==> src/rtl/sram_fifo_ctrl.sv <==
// Ready/valid FIFO controller backed by an external single-port SRAM with 1-cycle read latency.
// Port arbitration alternates on write/prefetch contention; a 2-entry output buffer hides read latency.
module sram_fifo_ctrl #(
    parameter int WIDTH = 32,
    parameter int DEPTH = 32,
    localparam int AW = $clog2(DEPTH),
    localparam int CW = $clog2(DEPTH + 3),
    localparam int MW = $clog2(DEPTH + 1)
) (
    input  logic             clk,
    input  logic             rst,
    input  logic             in_valid,
    output logic             in_ready,
    input  logic [WIDTH-1:0] in_data,
    output logic             out_valid,
    input  logic             out_ready,
    output logic [WIDTH-1:0] out_data,
    output logic [CW-1:0]    count,
    output logic             full,
    output logic             empty,
    output logic [AW-1:0]    sram_addr,
    output logic             sram_ren,
    output logic             sram_wen,
    output logic [WIDTH-1:0] sram_d,
    input  logic [WIDTH-1:0] sram_q
);

    logic [AW-1:0]    wr_ptr, rd_ptr;
    logic [MW-1:0]    mem_count;
    logic             inflight;
    logic [1:0]       ob_count;
    logic [WIDTH-1:0] ob [2];
    logic             prio_wr;

    logic [1:0] ob_occ;
    logic       rd_req, wr_ok, wr_gnt, rd_gnt, contention, pop;

    assign ob_occ     = ob_count + {1'b0, inflight};
    assign rd_req     = (mem_count != '0) && (ob_occ < 2'd2);
    assign wr_ok      = mem_count < MW'(DEPTH);
    // in_ready depends only on state, never on in_valid
    assign in_ready   = !rst && wr_ok && !(rd_req && !prio_wr);
    assign wr_gnt     = in_valid && in_ready;
    assign rd_gnt     = !rst && rd_req && !wr_gnt;
    assign contention = rd_req && in_valid && wr_ok;

    assign sram_wen  = wr_gnt;
    assign sram_ren  = rd_gnt;
    assign sram_addr = wr_gnt ? wr_ptr : rd_ptr;
    assign sram_d    = in_data;

    assign out_valid = ob_count != 2'd0;
    assign out_data  = ob[0];
    assign pop       = out_valid && out_ready;

    assign count = CW'(mem_count) + CW'(ob_count) + CW'(inflight);
    assign full  = mem_count == MW'(DEPTH);
    assign empty = count == '0;

    always_ff @(posedge clk) begin
        if (rst) begin
            wr_ptr    <= '0;
            rd_ptr    <= '0;
            mem_count <= '0;
            inflight  <= 1'b0;
            ob_count  <= 2'd0;
            prio_wr   <= 1'b0;
            ob[0]     <= '0;
            ob[1]     <= '0;
        end else begin
            if (wr_gnt) wr_ptr <= wr_ptr + AW'(1);
            if (rd_gnt) rd_ptr <= rd_ptr + AW'(1);
            if (wr_gnt && !rd_gnt)
                mem_count <= mem_count + MW'(1);
            else if (rd_gnt && !wr_gnt)
                mem_count <= mem_count - MW'(1);
            inflight <= rd_gnt;
            if (contention) prio_wr <= !prio_wr;

            // Pop shifts the head; a same-cycle capture lands in the slot left after the pop.
            if (pop) ob[0] <= ob[1];
            if (inflight) begin
                if ((pop ? ob_count - 2'd1 : ob_count) == 2'd0)
                    ob[0] <= sram_q;
                else
                    ob[1] <= sram_q;
            end
            ob_count <= ob_count + {1'b0, inflight} - {1'b0, pop};
        end
    end

endmodule
==> config.mk <==
export PLATFORM = sky130hd
export DESIGN_NAME = sram_fifo_ctrl
export DESIGN_NICKNAME = d
export VERILOG_FILES = /design/src/rtl/sram_fifo_ctrl.sv
export SDC_FILE = /design/constraint.sdc
export NUM_CORES = 1
export LEC_CHECK = 0
export ABC_AREA = 1
export CAP_MARGIN = 40
export CORE_AREA = 2 2 138 140
export CTS_CLUSTER_SIZE = 12
export DETAILED_ROUTE_END_ITERATION = 10
export DIE_AREA = 0 0 140 142
export SLEW_MARGIN = 20
export SYNTH_ARGS = -nofsm -noshare
export SYNTH_HDL_FRONTEND = slang
export SYNTH_SLANG_ARGS = --single-unit
==> constraint.sdc <==
create_clock -name clk -period 9.35 [get_ports clk]
set_input_delay 2.3375 -clock clk [delete_from_list [all_inputs] [get_ports clk]]
set_output_delay 2.3375 -clock clk [all_outputs]
set_load 0.02 [all_outputs]
# Word-level counts from Yosys, hierarchy flattened

Memory sizes are Yosys's and may differ from the RTL's.
Index checks and enable logic that the tools add are counted.

$add $sub $neg: 9
$lt $le $gt $ge: 2
Eq/ne operators: 1
Mux-type cells: 20
Bitwise logic cells: 3
Reductions and logical operators: 22

Operator list:

| operator              | count |
|---|---|
| $mux W32              | 3 |
| $mux W1               | 13 |
| $logic_and A1 B1 Y1   | 12 |
| $mux W6               | 2 |
| $add A5 B1 Y5 const B | 2 |
| $add A6 B1 Y6         | 1 |
| $add A6 B1 Y6 const B | 1 |
| $add A6 B2 Y6         | 1 |
| $eq A6 B6 Y1 const B  | 1 |
| $logic_not A6 Y1      | 1 |
| $lt A6 B6 Y1 const B  | 1 |
| $reduce_bool A6 Y1    | 1 |
| $sub A6 B1 Y6 const B | 1 |
| $logic_not A1 Y1      | 5 |
| $mux W5               | 1 |
| $reduce_bool A2 Y1    | 2 |
| $or A1 B1 Y1          | 3 |
| $add A2 B1 Y2         | 1 |
| $logic_not A2 Y1      | 1 |
| $lt A2 B2 Y1 const B  | 1 |
| $mux W2               | 1 |
| $sub A2 B1 Y2         | 1 |
| $sub A2 B1 Y2 const B | 1 |

Flip-flop bits (word level): 20
Bits in writable memories: 64
Input bits: 68
Output and inout bits: 81
Memories: 1

Memory list:

| memory | words | bits a word | rd ports | clocked after Yosys merged registers in | write ports | line | source |
|---|---|---|---|---|---|---|---|
| ob     | 2     | 32          | 2        | 0                                       | 2           | 32   | `logic [WIDTH-1:0] ob [2];` |

# Depth between registers and ports, before layout

Depth after elaboration: 12
Gate-level depth with buffers: 18
Gate-level depth less buffers: 18

# Worst setup path after synthesis

Ideal clock, no wire load.

Kind: in2out
From: input rst
To: output sram_addr[1]
Data arrival time: 3.580 ns
Required time: 7.013 ns
Path slack: 3.432 ns
Stages: 6
Cell sequence: buf_6 > nor2_2 > nand3_4 > buf_6 > buf_2 > o21ai_0

Longest elaborated chain between the ends: 5

Ends and longest elaborated chain:

| what                             | line | source |
|---|---|---|
| start: declaration               | 11   | `input logic rst,` |
| $logic_not A1 Y1                 | 42   | `assign in_ready = !rst && wr_ok && !(rd_req && !prio_wr);` |
| $logic_and A1 B1 Y1 (2 in a row) | 42   |  |
| $logic_and A1 B1 Y1              | 43   | `assign wr_gnt = in_valid && in_ready;` |
| $mux W5                          | 49   | `assign sram_addr = wr_gnt ? wr_ptr : rd_ptr;` |
| end: declaration                 | 21   | `output logic [AW-1:0] sram_addr,` |

No other way between the ends.

# Worst setup path after layout

From: input rst
To: output sram_ren

Longest elaborated chain between the ends: 6

Ends and longest elaborated chain:

| what                             | line   | source |
|---|---|---|
| $logic_not A1 Y1 (*)             | 42, 44 |  |
| $logic_and A1 B1 Y1 (2 in a row) | 42     |  |
| $logic_and A1 B1 Y1              | 43     |  |
| $logic_not A1 Y1                 | 44     | `assign rd_gnt = !rst && rd_req && !wr_gnt;` |
| $logic_and A1 B1 Y1 (*)          | 44     |  |
| end: declaration                 | 22     | `output logic sram_ren,` |

Mark *: on every way between the ends. The rest lies on a longest branch, timed or not.

==> run summary <==
Global routing used 9.39% of the available tracks across all layers. The type of the setup path with the least slack is in2out. The final critical-path setup slack is 2.38 ns.

During synthesis, Yosys emitted a total of 0 warnings. The tool flagged a number of max-cap violations equal to 0. In this run, post-CTS repair resized a total of 0 instances. The tools report the placed standard-cell area as 5130 um^2.

In this run, distinct cell masters in the synthesized netlist total 37. For the total length of routed wires, the log shows 9.00 mm. The number of global-route vias before repair is 2877, and the number of antenna-violating nets in the routed design is 0. Detailed placement ended at an HPWL of 6.22 mm. Measured along the y axis, the die boundary spans 142 um. Dividing the final minimum period by the clock period gives 74.6%. Dividing total power by cell area gives a power density of 306 nW/um^2.

For the worst-skew pair, the clock arrives at the later sink with an insertion delay of 0.34 ns. Max-slew violation count: 0. The design draws 0.00167 W.

The tools report the critical path startpoint as rst. Entering global routing, the biggest net connects 65 pins. The library cell with the largest summed area after synthesis was sky130_fd_sc_hd__edfxtp_1.

The setup check on the worst reg-to-reg path leaves a slack of 6.98 ns. The post-detailed-route wirelength per cell came out at 12.3 um. For the number of setup violations in the final report, the log shows 0.

TritonCTS built the clock tree. For this block, the via count after detailed routing is 2996. The run finished, with violations left.

Antenna diode count: 0. For this design the static power due to leakage is 2.21 nW. Cells with a size suffix above 1 make up 10.0% of the layout. The launch instance of the worst min-delay path was rd_ptr[4]. Averaged over all synthesized cells, the footprint is 9.50 um^2.

The biggest fanout along the worst timing path is 19. Clock tree synthesis inserted a total of 9 buffers. The root buffer cell chosen for the clock tree is sky130_fd_sc_hd__clkbuf_16. After routing, the total negative slack on setup checks comes to 0 ns. The residual overflow from global routing came out at 0. The endpoint type of the worst setup path is a primary output. The detailed-routing iteration count for the pre-antenna-repair pass was 10. Subtracting the final worst setup slack from the clock period gives 6.97 ns.

The tools report the origin of the critical flop-to-flop path as ob_count[0]. The logs give 24.5% for the effective utilization at floorplan and 14.5 mm for the first-pass GRT wire length. In the routed design, unresolved DRC markers number 16.

For the data required time at the worst endpoint, the log shows 7.01 ns. Timing analysis after detailed placement gives a worst setup slack of 2.35 ns. The slew of the pin with the lowest slew margin came out at 0.638 ns.

The count of input and output buffers works out to 84. The top-level I/O count is 149. The logs give 554 for the synthesized netlist net count and 5430 um^2 for the area of all placed cells without fillers.

The clock drives 84 sinks. By area the synthesized netlist is led by sky130_fd_sc_hd__edfxtp_1 (43%), sky130_fd_sc_hd__buf_4 (11%), sky130_fd_sc_hd__dfxtp_1 (8.9%). Based on the critical path, the design can be clocked at up to 143 MHz.

The top cell types in the final layout, fill and taps aside, are sky130_fd_sc_hd__clkdlybuf4s50_1 (84), sky130_fd_sc_hd__inv_1 (67), sky130_fd_sc_hd__edfxtp_1 (64), sky130_fd_sc_hd__o21ai_0 (48), sky130_fd_sc_hd__a21oi_1 (45). After floorplanning, the core was sized to cover 18500 um^2. The die footprint is 19900 um^2.

The tools report the capture point of the worst reg-to-reg path as ob[0][28]. The final reports fail on design-rule violations. The run gives 4510 um^2 as the combined area of all synthesized cells. The H-tree generated during clock tree synthesis spans 3 levels. Setup repair after global routing left no endpoint under its margin. The longest clock path from root to sink contains 2 buffers. Buffers added to address setup during post-CTS repair amount to 0. On the final layout, the worst clock skew is 0.0106 ns.

The number of flip-flops and latches in the synthesized netlist works out to 84. The sequential fraction of the synthesis area was 51.5%. The final layout contains 572 nets.

The number of violations reported at the end of detailed-routing iteration 0 is 125, and the area growth from synthesis to layout is 20.4%. The clock input transition at the sequential cells of the worst setup and hold paths was 0.06 ns. The highest ir drop seen on vdd was 0.145 mV; the number of endpoints with negative hold slack in the final report was 0. The worst slew margin relative to its limit is 57.3%. The worst path arrival time is 4.63 ns.

The top-area cell type share of the netlist area is 42.6%. The tools report the routability congestion estimate as 0.766. For the worst flop-to-flop path, the logic depth is 9.

The classification of the worst-slack hold path was reg2reg. Hold repair after CTS inserted 0 buffers. Capture point of the worst path: sram_ren. Leaving out fill and tap cells, the most frequent cell in the layout is sky130_fd_sc_hd__clkdlybuf4s50_1.

In the routed layout, each cell is associated on average with a via count of 4.09. The run gives 475 as the post-synthesis instance total. The horizontal die dimension works out to 140 um.

In this run the core area contains 50 standard-cell rows. Counting the fill cells in the layout gives 1940. The element type at the critical path start was an input pin.

For the number of antenna violations at the first check in global routing, the log shows 2.
[state kept, by name, indices dropped and copies added (netlist names)]
| signal | cells |
|---|---|
| mem_count | 6 |
| prio_wr | 1 |
| rd_ptr | 5 |
| inflight | 1 |
| ob | 64 |
| ob_count | 2 |
| wr_ptr | 5 |
[logic make-up after synthesis]
| logic type | Yosys count | share of synthesized area (%) |
|---|---|---|
| adders and majority gates | 11 | 3.38 |
| and+or+nand+nor | 119 | 13.5 |
| xor gates and xnor gates | 5 | 0.970 |
| buffers and inverters | 157 | 19.6 |
| DFF | 84 | 51.5 |
| AOI/OAI and AO/OA | 99 | 11.1 |
[per-layer routing]
metal | vias to the layer above | track usage (%) | wire length, um
met3 | 15 | 3.47 | 571
li1 | 1537 | - | -
met2 | 78 | 15.4 | 4170
met1 | 1362 | 11.3 | 4140
met5 | - | 0 | 14
met4 | 4 | 3.62 | 105
[critical path: stages]
cell and delay, ns:
sky130_fd_sc_hd__clkdlybuf4s50_1 0.68, sky130_fd_sc_hd__clkinv_1 0.57, sky130_fd_sc_hd__nand2_2 0.30, sky130_fd_sc_hd__inv_2 0.06, sky130_fd_sc_hd__nand2_4 0.09, sky130_fd_sc_hd__inv_4 0.06
sky130_fd_sc_hd__clkdlybuf4s50_1 0.53
[metrics by stage]
stage	util, %	hold WS [ns]	instances
CTS	29.4	0.472	732
global route	29.4	0.487	732
floorplan	-	0.431	475
global placement	27.6	0.461	714
finish	29.4	0.474	732
detailed placement	27.8	0.460	716
[layout make-up]
type	instances	area [um^2]	share of cell area [%]
clock inverter	7	76.3	1.40
timing repair buffer	88	903	16.6
multi-input combinational	234	1330	24.4
sequential	84	2320	42.7
inverter	76	288	5.30
clock buffer	9	225	4.14
tap	234	293	5.39
[synthesized netlist by cell type, drive strengths merged]
| library cell | instances |
|---|---|
| nor2 | 49 |
| clkinv | 2 |
| dfxtp | 20 |
| clkbuf | 6 |
| nand3 | 17 |
| a21oi | 45 |
| fa | 2 |
| inv | 74 |
| nor3b | 1 |
| nand4 | 2 |
| nand3b | 3 |
| buf | 75 |
| edfxtp | 64 |
| o31ai | 1 |
| xnor2 | 1 |
| ha | 9 |
| xor2 | 4 |
| nand2 | 43 |
| a211oi | 1 |
| nor3 | 4 |
| o21ai | 52 |
[how the worst min path moves through the flow]
stage                     slack [ns]  cells after the start         to
after global placement          0.46                      1  rd_ptr[4]
after global routing            0.49                      1  rd_ptr[4]
after floorplan                 0.43                      1  rd_ptr[4]
after CTS                       0.47                      1  rd_ptr[4]
final                           0.47                      1  rd_ptr[4]
after detailed placement        0.46                      1  rd_ptr[4]
[report_power, final]
| part | internal (W) | total, W | switching (W) |
|---|---|---|---|
| logic | 0.000289 | 0.000718 | 0.000429 |
| clock network | 0.000209 | 0.000362 | 0.000153 |
| registers | 0.000533 | 0.000585 | 0.0000525 |
| total | 0.00103 | 0.00167 | 0.000635 |
No activity file was read; power rests on OpenSTA's default activity.
